===== src/rtl/uart_pkg.sv =====
// rtl/uart_pkg.sv - shared types, frame constants and parity helper for the UART transmitter
package uart_pkg;

  typedef enum logic [2:0] {
    ST_IDLE,
    ST_START,
    ST_DATA,
    ST_PARITY,
    ST_STOP
  } uart_tx_state_t;

  localparam int UART_DATA_BITS  = 8;
  localparam int UART_FRAME_BITS = 11;

  localparam logic UART_IDLE_LEVEL  = 1'b0;
  localparam logic UART_START_LEVEL = 1'b1;
  localparam logic UART_STOP_LEVEL  = 1'b0;

  function automatic logic uart_parity(input logic [UART_DATA_BITS-1:0] data);
    return ^data;
  endfunction

endpackage


===== src/rtl/uart_baud_counter.sv =====
// rtl/uart_baud_counter.sv - per-bit clock divider, restartable at each frame load
module uart_baud_counter #(
  parameter int CLKS_PER_BIT = 16
) (
  input  logic clk,
  input  logic rst_n,
  input  logic restart,
  output logic bit_end
);

  localparam int            CW   = (CLKS_PER_BIT > 1) ? $clog2(CLKS_PER_BIT) : 1;
  localparam logic [CW-1:0] LAST = CW'(CLKS_PER_BIT - 1);

  logic [CW-1:0] cnt;

  assign bit_end = (cnt == LAST);

  always_ff @(posedge clk or negedge rst_n) begin
    if (!rst_n) begin
      cnt <= '0;
    end else if (restart || bit_end) begin
      cnt <= '0;
    end else begin
      cnt <= cnt + CW'(1);
    end
  end

endmodule


===== src/rtl/uart_serialize.sv =====
// rtl/uart_serialize.sv - one-byte holding register feeding an 11-bit frame shifter
module uart_serialize
  import uart_pkg::*;
#(
  parameter int CLKS_PER_BIT = 16
) (
  input  logic       clk,
  input  logic       rst_n,
  input  logic [7:0] tx_data,
  input  logic       tx_valid,
  output logic       tx_ready,
  output logic       uart_stream,
  output logic       busy,
  output logic       frame_done
);

  uart_tx_state_t state, state_next;
  logic [2:0]     bit_idx, bit_idx_next;
  logic [7:0]     hold, shreg;
  logic           hold_full, par;
  logic           load, accept, bit_end, line_next;

  assign tx_ready = !hold_full;
  assign accept   = tx_valid && !hold_full;
  assign busy     = (state != ST_IDLE);

  uart_baud_counter #(.CLKS_PER_BIT(CLKS_PER_BIT)) u_baud (
    .clk     (clk),
    .rst_n   (rst_n),
    .restart (load),
    .bit_end (bit_end)
  );

  always_comb begin
    state_next   = state;
    bit_idx_next = bit_idx;
    load         = 1'b0;
    case (state)
      ST_IDLE: begin
        if (hold_full) begin
          load       = 1'b1;
          state_next = ST_START;
        end
      end
      ST_START: begin
        if (bit_end) begin
          state_next   = ST_DATA;
          bit_idx_next = 3'd0;
        end
      end
      ST_DATA: begin
        if (bit_end) begin
          if (bit_idx == 3'(UART_DATA_BITS - 1)) state_next = ST_PARITY;
          else                                   bit_idx_next = bit_idx + 3'd1;
        end
      end
      ST_PARITY: begin
        if (bit_end) state_next = ST_STOP;
      end
      ST_STOP: begin
        // Reload straight from STOP so queued bytes go out with no idle gap.
        if (bit_end) begin
          if (hold_full) begin
            load       = 1'b1;
            state_next = ST_START;
          end else begin
            state_next = ST_IDLE;
          end
        end
      end
      default: state_next = ST_IDLE;
    endcase
  end

  // The line is registered, so it is driven from the level of the state being entered.
  always_comb begin
    line_next = UART_IDLE_LEVEL;
    case (state_next)
      ST_START:  line_next = UART_START_LEVEL;
      ST_DATA:   line_next = shreg[bit_idx_next];
      ST_PARITY: line_next = par;
      ST_STOP:   line_next = UART_STOP_LEVEL;
      default:   line_next = UART_IDLE_LEVEL;
    endcase
  end

  always_ff @(posedge clk or negedge rst_n) begin
    if (!rst_n) begin
      state       <= ST_IDLE;
      bit_idx     <= 3'd0;
      hold        <= 8'h00;
      hold_full   <= 1'b0;
      shreg       <= 8'h00;
      par         <= 1'b0;
      uart_stream <= UART_IDLE_LEVEL;
      frame_done  <= 1'b0;
    end else begin
      state       <= state_next;
      bit_idx     <= bit_idx_next;
      uart_stream <= line_next;
      frame_done  <= (state == ST_STOP) && bit_end;
      if (load) begin
        shreg     <= hold;
        par       <= uart_parity(hold);
        hold_full <= 1'b0;
      end else if (accept) begin
        hold      <= tx_data;
        hold_full <= 1'b1;
      end
    end
  end

endmodule


===== config.mk =====
export PLATFORM = sky130hd
export DESIGN_NAME = uart_serialize
export DESIGN_NICKNAME = d
export VERILOG_FILES = /design/src/rtl/uart_pkg.sv /design/src/rtl/uart_baud_counter.sv /design/src/rtl/uart_serialize.sv
export SDC_FILE = /design/constraint.sdc
export NUM_CORES = 1
export LEC_CHECK = 0
export BUFFER_PORTS_ARGS = -buffer_cell sky130_fd_sc_hd__buf_2
export CORE_MARGIN = 2
export CORE_UTILIZATION = 40
export DETAILED_ROUTE_END_ITERATION = 16
export HOLD_SLACK_MARGIN = 0.15
export SLEW_MARGIN = 20
export SYNTH_ARGS = -nofsm -noshare
export SYNTH_HDL_FRONTEND = slang
export SYNTH_HIERARCHICAL = 1
export SYNTH_SLANG_ARGS = --single-unit

===== constraint.sdc =====
create_clock -name clk -period 2.1 [get_ports clk]
set_input_delay 0.21 -clock clk [delete_from_list [all_inputs] [get_ports clk]]
set_output_delay 0.21 -clock clk [all_outputs]
set_load 0.01 [all_outputs]

==> flow_metrics.tcl, run 1 <==
set metrics [dict create \
    synth_flop_cell "dfrtp_1" \
    antenna_found_initial 0 \
    pre_cts_slack_ns -0.138 \
    globalplace.congestion 0.849 \
    postSynthAreaPerCell_sq_um 12.6 \
    start_util 0.426 \
    fp.dieW_microns 64.3 \
    rsz0062_at_grt "yes" \
    drt_pre_antenna_iters 4 \
    cts_root_buf "clkbuf_4" \
    worstMarginPinSlew_ns 0.667 \
    clk_pin_slew_ns 0.09 \
    violations "setup timing" \
    drive_above_1_share 0.425 \
    setup_ws_ns -0.116 \
    n_antenna_cell 0 \
    synth_edf_count 0 \
    cts.sinks 30 \
    start_kind "register" \
    postRouteAntennaNets 0 \
    synth-seq-cells 30 \
    dr_total_vias 1039 \
    synth_top_area_frac 0.516 \
    die-area_sq_mm 0.00413 \
    drtIter0Drc 67 \
    drc_errors 0 \
    async_reset_ff_frac 1.00 \
    clock.fmax_mhz 451 \
    track_usage 0.159 \
    synthAdderAreaFrac 0.0172 \
    relSlewSlack 0.555 \
    mostFrequentLayoutCells "30 x dfrtp_1, 18 x buf_4, 16 x mux2_2" \
    path_max_fanout 3 \
    postSynthCellCount 115 \
    placementRows 21 \
    synth_top_family_by_area "multiplexers" \
    synth-xor-area-share 0.0542 \
    synth_area_leaders "dfrtp_1 52%, mux2_2 12%, xnor2_1 5.4%, mux4_1 3.6%, nor2_1 2.1%" \
    grt_overflow 0 \
    synth-compound-area-share 0.115 \
    hold_viol 0 \
    yosys.area_share.simple 0.102 \
    io_pins 15 \
    cp.arrival_ns 2.42 \
    nNetsFinal 174 \
    cp.required_ns 2.31 \
    final_area_sq_mm 0.00188 \
    synthToLayoutAreaGrowth_pct 29.5 \
    clk_latency_ns 0.33 \
    critPathCaptureType "register" \
    cts_tree "done" \
    fin_skew_ns 0.00754 \
    total_power_mw 2.63 \
    grt_max_degree 31 \
    grt_pass1_vias 1105 \
    finalWirelength_microns 2910 \
    fp.coreArea_sq_mm 0.00342 \
    layout_min_cycle_time_ns 2.22 \
    r2r-start "u_baud/cnt[1]$_DFF_PN0_" \
    crit_start "u_baud/cnt[1]$_DFF_PN0_" \
    yosysSeqAreaShare 0.516 \
    outcome "complete, but fails checks" \
    wl_per_cell_microns 14.1 \
    worstHoldPathType "input port to async pin" \
    report.final.slew_viol_count 0 \
    peakVddDrop_mv 0.669 \
    ys_types 35 \
    yosysTopAreaCell "dfrtp_1" \
    setup_viol 1 \
    place_area_sq_mm 0.00166 \
    dieHeight_microns 64.3 \
    nFillCells 307 \
    io_buffers 14 \
    p_leak_nw 0.827 \
    path_class "register to register" \
    syn_nets 128 \
    cap_violations 0 \
    synth_area_sq_mm 0.00145 \
    vias_per_cell 5.04 \
    power_per_cell_area_mw_per_mm2 1400 \
    synthMuxAreaShare 0.167 \
    fin_crit_sh 1.06 \
    cts_buffers 5 \
    cts-htree-levels 2 \
    hpwl_microns 1970 \
    cts.path.max_buffers 2 \
    ys_warn_count 6 \
    grt_pass1_wl_microns 4980 \
    final_common_cell "dfrtp_1" \
]
worst paths after layout:
check | end | slack, ns | cells past startpoint
max | uart_stream$_DFF_PN0_ | -0.12 | 8
min | uart_stream$_DFF_PN0_ | 0.44 | 2
max reg2reg | uart_stream$_DFF_PN0_ | -0.12 | 8
min reg2reg | par$_DFFE_PN0P_ | 0.49 | 2
max in group asynchronous | shreg[5]$_DFFE_PN0P_ | 1.22 | 2
min in group clk | par$_DFFE_PN0P_ | 0.49 | 2
area by class of cell:
class | instances | area (sq um) | area share
tap | 46 | 57.6 | 0.0306
multi-input combinational | 77 | 683 | 0.363
inverter | 4 | 15.0 | 0.00797
sequential | 30 | 751 | 0.399
clock buffer | 6 | 51.3 | 0.0272
timing repair buffer | 43 | 325 | 0.173
worst max-delay path, cell delays in order (launching register included):
cell      delay, ns
dfrtp_1        0.36
ha_2           0.19
and3_4         0.19
and2b_2        0.16
o21ai_2        0.07
a221oi_4       0.36
mux4_2         0.54
mux2i_1        0.14
o22ai_1        0.09
routing by layer:
layer  vias up  track usage  share of wire
met5         -            0              0
met4         0       0.0585          0.017
met3         5       0.0563          0.055
met2        26        0.266           0.50
met1       505        0.189           0.42
li1        503            -              -
cells in the mapped netlist (2+ instances only):
cell type / n
dfrtp_1: 30
mux2_2: 16
xnor2_1: 9
nor2_1: 8
nand2_1: 5
clkbuf_1: 4
inv_1: 4
o21ai_0: 3
a22o_1: 2
a31oi_1: 2
ha_1: 2
mux4_1: 2
nand2b_1: 2
nand3_1: 2
nor3_1: 2
o22ai_1: 2
or3_1: 2
state kept, by name (all words and copies together) (netlist names):
register     flops
bit_idx          3
frame_done       1
hold             8
hold_full        1
par              1
shreg            8
state            3
u_baud/cnt       4
uart_stream      1
cells by family after synthesis:
| family | Yosys count |
|---|---|
| multiplexers | 19 |
| flip-flops | 30 |
| buffers and inverters | 9 |
| adder cells (fa/ha/maj) | 2 |
| AO/OA/AOI/OAI | 19 |
| XOR/XNOR | 9 |
| AND/OR/NAND/NOR | 27 |
power by group:
part	switching, mW	internal [mW]
sequential	0.182	0.835
combinational	0.526	0.750
clock	0.187	0.151
timing repair:
action                                  CTS  global route
buffers inserted                          3             1
hold endpoints to repair                 39             0
hold buffers                             10             0
pin swaps                                 2             2
resized for setup                         1             4
endpoints found under the setup margin    1             3
gates cloned                              0             1
per-stage QoR:
| step | hold slack (ns) | TNS [ns] | std cells | utilization |
|---|---|---|---|---|
| 2_1_floorplan | -0.0856 | -0.124 | 115 | - |
| 3_3_place_gp | 0.285 | -0.0862 | 185 | 0.487 |
| 3_5_place_dp | 0.284 | -0.138 | 185 | 0.487 |
| 4_1_cts | 0.473 | -0.124 | 204 | 0.543 |
| 5_1_grt | 0.509 | -0.257 | 206 | 0.551 |
| 6_report | 0.445 | -0.116 | 206 | 0.551 |
No activity file was read; power rests on OpenSTA's default activity.
==> run 2: changes to the inputs <==
--- a/config.mk
+++ b/config.mk
@@ -5,10 +5,10 @@
 export SDC_FILE = /design/constraint.sdc
 export NUM_CORES = 1
 export LEC_CHECK = 0
-export BUFFER_PORTS_ARGS = -buffer_cell sky130_fd_sc_hd__buf_2
 export CORE_MARGIN = 2
 export CORE_UTILIZATION = 40
 export DETAILED_ROUTE_END_ITERATION = 16
+export DONT_BUFFER_PORTS = 1
 export HOLD_SLACK_MARGIN = 0.15
 export SLEW_MARGIN = 20
 export SYNTH_ARGS = -nofsm -noshare
==> flow_metrics.tcl, run 2 (synthesis results as in run 1) <==
set metrics [dict create \
    io_pins 15 \
    p_leak_nw 0.783 \
    relSlewSlack 0.673 \
    clk_pin_slew_ns 0.10 \
    dieHeight_microns 64.3 \
    cap_violations 0 \
    grt_overflow 0 \
    hold_viol 0 \
    synthToLayoutAreaGrowth_pct 25.5 \
    drive_above_1_share 0.354 \
    cts-htree-levels 2 \
    track_usage 0.159 \
    path_class "register to register" \
    cts_root_buf "clkbuf_4" \
    cp.required_ns 2.31 \
    violations "setup timing" \
    start_util 0.426 \
    rsz0062_at_grt "yes" \
    reg_top3 "hold: 8 flops, shreg: 8 flops, u_baud/cnt: 4 flops" \
    finalWirelength_microns 2740 \
    clk_latency_ns 0.34 \
    power_per_cell_area_mw_per_mm2 1480 \
    final_util 0.534 \
    place_area_sq_mm 0.00162 \
    wl_per_cell_microns 14.2 \
    final_area_sq_mm 0.00182 \
    final_common_cell "dfrtp_1" \
    vias_per_cell 5.12 \
    fp.coreArea_sq_mm 0.00342 \
    antenna_found_initial 0 \
    worstMarginPinSlew_ns 0.486 \
    dr_total_vias 989 \
    layout_min_cycle_time_ns 2.30 \
    grt_pass1_wl_microns 4890 \
    report.final.slew_viol_count 0 \
    peakVddDrop_mv 0.779 \
    globalplace.congestion 0.740 \
    fin_crit_sh 1.10 \
    cts_tree "done" \
    cp.arrival_ns 2.52 \
    fin_skew_ns 0.00416 \
    die-area_sq_mm 0.00413 \
    cts.path.max_buffers 2 \
    n_antenna_cell 0 \
    grt_pass1_vias 1045 \
    nNetsFinal 160 \
    critPathCaptureType "register" \
    total_power_mw 2.69 \
    clock.fmax_mhz 434 \
    drt_pre_antenna_iters 5 \
    placementRows 21 \
    cts.sinks 30 \
    drtIter0Drc 78 \
    drc_errors 0 \
    path_max_fanout 4 \
    hpwl_microns 1970 \
    postRouteAntennaNets 0 \
    grt_max_degree 31 \
    setup_ws_ns -0.202 \
    cts_buffers 5 \
    fp.dieW_microns 64.3 \
    outcome "complete, but fails checks" \
    worstHoldPathType "input port to async pin" \
    io_buffers 0 \
    setup_viol 1 \
    start_kind "register" \
    nFillCells 320 \
    mostFrequentLayoutCells "30 x dfrtp_1, 19 x buf_4, 16 x mux2_2" \
]
## run 2: path summary, 6_finish.rpt
kind                                          from                     to  slack (ns)  cells after the start
max in group asynchronous                    rst_n  hold_full$_DFFE_PN0P_        1.63                      2
hold reg to reg               shreg[7]$_DFFE_PN0P_   shreg[7]$_DFFE_PN0P_        0.52                      1
min in group clk                          tx_valid    hold[2]$_DFFE_PN0P_        0.35                      3
hold / removal                               rst_n   frame_done$_DFF_PN0_        0.30                      2
setup reg to reg           u_baud/cnt[1]$_DFF_PN0_  uart_stream$_DFF_PN0_       -0.20                      8
setup / recovery           u_baud/cnt[1]$_DFF_PN0_  uart_stream$_DFF_PN0_       -0.20                      8
## run 2: metrics by stage
step / setup slack (ns) / hold WS (ns) / instances / TNS, ns
after CTS: -0.223 / 0.308 / 193 / -0.223
after global placement: -0.108 / -0.0848 / 175 / -0.108
after global routing: -0.373 / 0.321 / 193 / -0.373
final: -0.202 / 0.300 / 193 / -0.202
after floorplan: -0.124 / -0.0856 / 115 / -0.124
after detailed placement: -0.214 / -0.0848 / 175 / -0.214
## run 2: cell type report
cell class                 instances  area, sq um  share of cell area
inverter                           4         15.0             0.00823
timing repair buffer              30          263               0.144
multi-input combinational         76          657               0.360
tap                               46         57.6              0.0316
clock inverter                     1         30.0              0.0165
sequential                        30          751               0.412
clock buffer                       6         51.3              0.0281
## run 2: critical path, cell delays in order, from the launching register on
cell and delay (ns):
dfrtp_1 0.36, ha_2 0.18, and3_4 0.21, and2b_2 0.16, o21ai_2 0.07, a221oi_4 0.38, mux4_2 0.56, mux2i_1 0.16
o22ai_1 0.09
## run 2: routing by layer
| metal | routed length (microns) | global-route usage | up-vias | part of all wire |
|---|---|---|---|---|
| met4 | 64 | 0.0798 | 0 | 0.023 |
| met2 | 1380 | 0.264 | 20 | 0.50 |
| met3 | 104 | 0.0440 | 8 | 0.038 |
| li1 | - | - | 473 | - |
| met1 | 1190 | 0.188 | 488 | 0.44 |
| met5 | 0 | 0 | - | 0 |
## run 2: power by group
part           switching [mW]  internal, mW
Sequential              0.188         0.835
Clock                   0.205         0.277
Combinational           0.487         0.700
## run 2: repair_timing
| action | in CTS | in global routing |
|---|---|---|
| buffers inserted | 0 | 0 |
| gates resized for setup | 0 | 0 |
| endpoints found under the hold margin | 39 | 0 |
| endpoints found under the setup margin | 1 | 1 |
| hold buffers | 11 | 0 |
